**src/rtl/lzd_normalizer.sv**
```systemverilog
// Pipelined left-normaliser fed by a leading-zero detector: one log-shifter bit per stage,
// lock-step valid/ready pipe. Define NORM_CHECK_EN to build the LZD-consistency checker (out_err).
module lzd_normalizer #(
  parameter int WIDTH = 32,
  parameter int CNT_W = 5
) (
  input  logic             clk,
  input  logic             rst,
  input  logic             in_valid,
  output logic             in_ready,
  input  logic [WIDTH-1:0] in_data,
  input  logic [CNT_W-1:0] in_cnt,
  input  logic             in_zero,
  output logic             out_valid,
  input  logic             out_ready,
  output logic [WIDTH-1:0] out_data,
  output logic [CNT_W-1:0] out_cnt,
  output logic             out_zero,
  output logic             out_err
);

  logic             r_vld  [CNT_W];
  logic [WIDTH-1:0] r_data [CNT_W];
  logic [CNT_W-1:0] r_cnt  [CNT_W];
  logic             r_zero [CNT_W];
  logic             r_err  [CNT_W];

  logic             w_en;
  logic             w_oor;
  logic [WIDTH-1:0] w_s0_data;
  logic             w_s0_err;

  // Whole pipe advances together; a held output beat freezes every stage behind it.
  assign w_en     = ~r_vld[CNT_W-1] | out_ready;
  assign in_ready = w_en & ~rst;

  // A count can only exceed the data width when WIDTH is not a power of two.
  generate
    if (WIDTH < (2 ** CNT_W)) begin : g_oor
      assign w_oor = (32'(in_cnt) >= WIDTH);
    end else begin : g_no_oor
      assign w_oor = 1'b0;
    end
  endgenerate

  // NOTE: every variable in an always_comb gets a default first so no latch is inferred.
  always_comb begin
    w_s0_data = in_data;
    if (in_zero || w_oor) begin
      w_s0_data = '0;
    end else if (in_cnt[CNT_W-1]) begin
      w_s0_data = in_data << (2 ** (CNT_W - 1));
    end
  end

`ifdef NORM_CHECK_EN
  // Consistent LZD result: the bits from the claimed leading one upward read exactly 1.
  always_comb begin
    w_s0_err = 1'b0;
    if (in_zero) begin
      w_s0_err = |in_data;
    end else if (w_oor) begin
      w_s0_err = 1'b1;
    end else begin
      w_s0_err = ((in_data >> (WIDTH - 1 - 32'(in_cnt))) != WIDTH'(1));
    end
  end
`else
  assign w_s0_err = 1'b0;
`endif

  // NOTE: sequential state uses non-blocking assignments only; the data registers are
  // reset as well because out_data must read 0 after reset, not just out_valid.
  always_ff @(posedge clk) begin
    if (rst) begin
      for (int k = 0; k < CNT_W; k++) begin
        r_vld[k]  <= 1'b0;
        r_data[k] <= '0;
        r_cnt[k]  <= '0;
        r_zero[k] <= 1'b0;
        r_err[k]  <= 1'b0;
      end
    end else if (w_en) begin
      r_vld[0]  <= in_valid;
      r_data[0] <= w_s0_data;
      r_cnt[0]  <= in_cnt;
      r_zero[0] <= in_zero;
      r_err[0]  <= w_s0_err;
      for (int k = 1; k < CNT_W; k++) begin
        r_vld[k]  <= r_vld[k-1];
        r_data[k] <= r_cnt[k-1][CNT_W-1-k] ? (r_data[k-1] << (2 ** (CNT_W - 1 - k)))
                                           : r_data[k-1];
        r_cnt[k]  <= r_cnt[k-1];
        r_zero[k] <= r_zero[k-1];
        r_err[k]  <= r_err[k-1];
      end
    end
  end

  assign out_valid = r_vld[CNT_W-1];
  assign out_data  = r_data[CNT_W-1];
  assign out_cnt   = r_cnt[CNT_W-1];
  assign out_zero  = r_zero[CNT_W-1];
  assign out_err   = r_err[CNT_W-1];

endmodule
```
**config.mk**
```make
export PLATFORM = sky130hd
export DESIGN_NAME = lzd_normalizer
export DESIGN_NICKNAME = d
export VERILOG_FILES = /design/src/rtl/lzd_normalizer.sv
export SDC_FILE = /design/constraint.sdc
export NUM_CORES = 1
export LEC_CHECK = 0
export CORE_MARGIN = 4
export CORE_UTILIZATION = 60
export CTS_CLUSTER_DIAMETER = 100
export CTS_CLUSTER_SIZE = 14
export DETAILED_ROUTE_END_ITERATION = 10
export DONT_BUFFER_PORTS = 1
export PLACE_DENSITY = 0.79
export SLEW_MARGIN = 20
export SYNTH_ARGS = -nofsm -noshare
export SYNTH_HDL_FRONTEND = slang
export SYNTH_SLANG_ARGS = --single-unit
```
**constraint.sdc**
```tcl
create_clock -name clk -period 7.6 [get_ports clk]
set_clock_uncertainty 0.2 [all_clocks]
set_input_delay 0.38 -clock clk [delete_from_list [all_inputs] [get_ports clk]]
set_output_delay 0.38 -clock clk [all_outputs]
set_load 0.01 [all_outputs]
```
==> qor.csv <==
metric,value,unit
GR Overflow Total,0,
Avg Inst Size Synth,15.8,um2
Rows,46,
Setup TNS,0,ns
most frequent cells in the layout,"edfxtp_1, mux2i_1, nor3_2",
crit end category,output pin,
kind of critical path,reg -> out,
initial antenna violation count,2,
layout cells sized above 1,35.1,%
synthesized instance count,626,
Synth cell types,18,
Worst path max stage delay,0.86,ns
Total GRT Usage,15.2,%
Static Leak,3.61,nW
Power Total,2.14,mW
Multi-input gate area,0.00334,mm2
combinational fraction of design power,4.9,%
Synth Area in Compound Gates,0,%
worst-margin pin slew,1.09,ns
relative slew slack,27.3,%
power density over the cells,212,mW/mm2
FF+latch area,0.00586,mm2
H-tree depth,4,
# setup viols final,0,
Final WS setup,4.64,ns
arrival time at the worst endpoint,2.38,ns
"most common cell after layout, fill and taps aside",edfxtp_1,
sw frac,20.7,%
routed wire length,13200,um
Tcrit/Tclk final,38.9,%
GPL Wtd Cong,0.764,
Synth warnings,0,
HPWL after detailed placement,7890,um
Post-Synth Adder-Cell Area,0,%
IO Count,83,
post-synthesis mux area share,13.1,%
Max VDD drop,179,uV
area of the die,0.0186,mm2
core area,0.0160,mm2
Reg power frac,57.1,%
Area Growth Syn to Fin,2.57,%
fin crit period,2.96,ns
drt pass-1 iters,6,
Mapped Area,0.00988,mm2
Final Instance Area,0.0101,mm2
port bufs,0,
main area contributors after synthesis,"edfxtp_1, mux2i_1, nor3_2",
Post-Synth Simple-Gate Area,20.5,%
post-synthesis register bit count,195,
CTS clock-pin slew for the worst setup and hold paths,0.06,ns
worst-path cell chain,"nor2b_4, buf_12, nor2_1",
r2r setup slk,5.11,ns
Avg WL per Cell,16.9,um
largest net degree at the start of global routing,189,
Clock Tree Root,clkbuf_16,
CTS tree,built,
fill count,1169,
CP Data Required Time,7.02,ns
outcome,"complete, no violations",
Max Transition Viols Final,0,
NumNets Final,596,
NetSw,0.444,mW
MaxCap Viol Count,0,
vias per cell,5.61,
RSZ-0062 raised after global routing,false,
Post-DRT Antenna Nets,0,
"Slowest-stage cell, CP",buf_12,
Final Core Density,63.3,%
"Cell Area, Placed",0.00954,mm2
CP top delay family,buffers and inverters,
vias in the first global route,4140,
total CTS buffers,17,
"area leader, netlist",edfxtp_1,
Buf/Inv on CP,1,
vias,4396,
Clock Latency Late Sink,0.43,ns
clock share of power,38.0,%
XOR/XNOR share of the synthesized area,0,%
Synthesized Nets,668,
Die W,136,um
maximum buffer depth of the clock tree,2,
first-pass GRT wire length,21600,um
CTS Sinks,195,
Post-CTS Setup Bufs,0,
DRC violation count after routing,0,
initial DRC count,263,
Fin. Hold Viols,0,
largest family of logic cells by synthesized area,simple AND/OR/NAND/NOR gates,
Worst setup SP type,flop,
Hold Path Class,in -> reg,
CP max FO,188,
register area share after synthesis,59.3,%
Starting Density,61.7,%
Die H,136,um
Placement Setup Slack,5.10,ns
internal power,1.70,mW
f_max,0.338,GHz
Synth top area share,59.3,%
[kinds of logic (layout without fill, tap and decap cells)]
| family | after synthesis | in the layout |
|---|---|---|
| multiplexers | 129 | 129 |
| buffers and inverters | 102 | 43 |
| other | 1 | 2 |
| flip-flops | 195 | 195 |
| AND/OR/NAND/NOR | 199 | 199 |
[stage by stage]
stage	std cells	hold slack [ns]
2_1_floorplan	626	0.337
3_3_place_gp	748	0.341
3_5_place_dp	748	0.348
4_1_cts	783	0.00914
5_1_grt	784	0.00874
6_report	784	0.0150
[synth_stat cells]
cell type and n:
buf_1 1, nor3b_2 20, buf_2 36, nor2_1 1, conb_1 1, mux2i_1 129, nor3_1 4, nor3b_1 15
nand2b_1 1, edfxtp_1 195, nor3_2 125, or2_1 1, buf_4 54, nor4b_2 16, nor2b_1 1, clkbuf_1 2
nor4b_1 15, buf_6 9
[layout make-up]
type	instances	area share (%)
clock buffer	20	4.31
multi-input combinational	329	33.0
tap	216	2.67
antenna	1	0.0247
clock inverter	12	1.06
timing repair buffer	11	1.19
sequential	195	57.8
[registers in the layout, indices dropped and copies added, names as in the netlist]
register and cells:
r_data 160, r_cnt 25, r_vld 5, r_zero 5
[power groups by stage]
| stage | Clock, mW | Sequential (mW) | Combinational (mW) |
|---|---|---|---|
| after global routing | 0.877 | 1.23 | 0.115 |
| final | 0.814 | 1.22 | 0.105 |
| after floorplan | 0 | 1.24 | 0.108 |
| after detailed placement | 0 | 1.25 | 0.0832 |
| after global placement | 0 | 1.25 | 0.0814 |
| after CTS | 0.829 | 1.22 | 0.107 |
[repair_timing]
item	CTS	global route
hold endpoints to repair	178	0
gates resized for setup	0	0
hold buffers	3	0
endpoints found under the setup margin	0	0
[path summary, 6_finish.rpt]
path | endpoint | cells after the start | start
min | r_zero[0][0] | 1 | in_zero
max reg2reg | r_data[0][17] | 3 | r_vld[4]
max | in_ready | 3 | r_vld[4]
min reg2reg | r_vld[3] | 1 | r_vld[2]
[worst reg2reg max path: cells and delay by family, from the launching register on]
family                 cells  cell delay [ns]
buffers and inverters      1             0.82
flip-flops                 1             0.45
AND/OR/NAND/NOR            2             0.57
[metal layers]
metal,wire (um),track usage (%)
met5,7,0
met3,625,4.33
met1,6200,20.5
met2,6210,23.1
met4,207,6.55
Note: power is estimated with default switching activity, not from simulation.
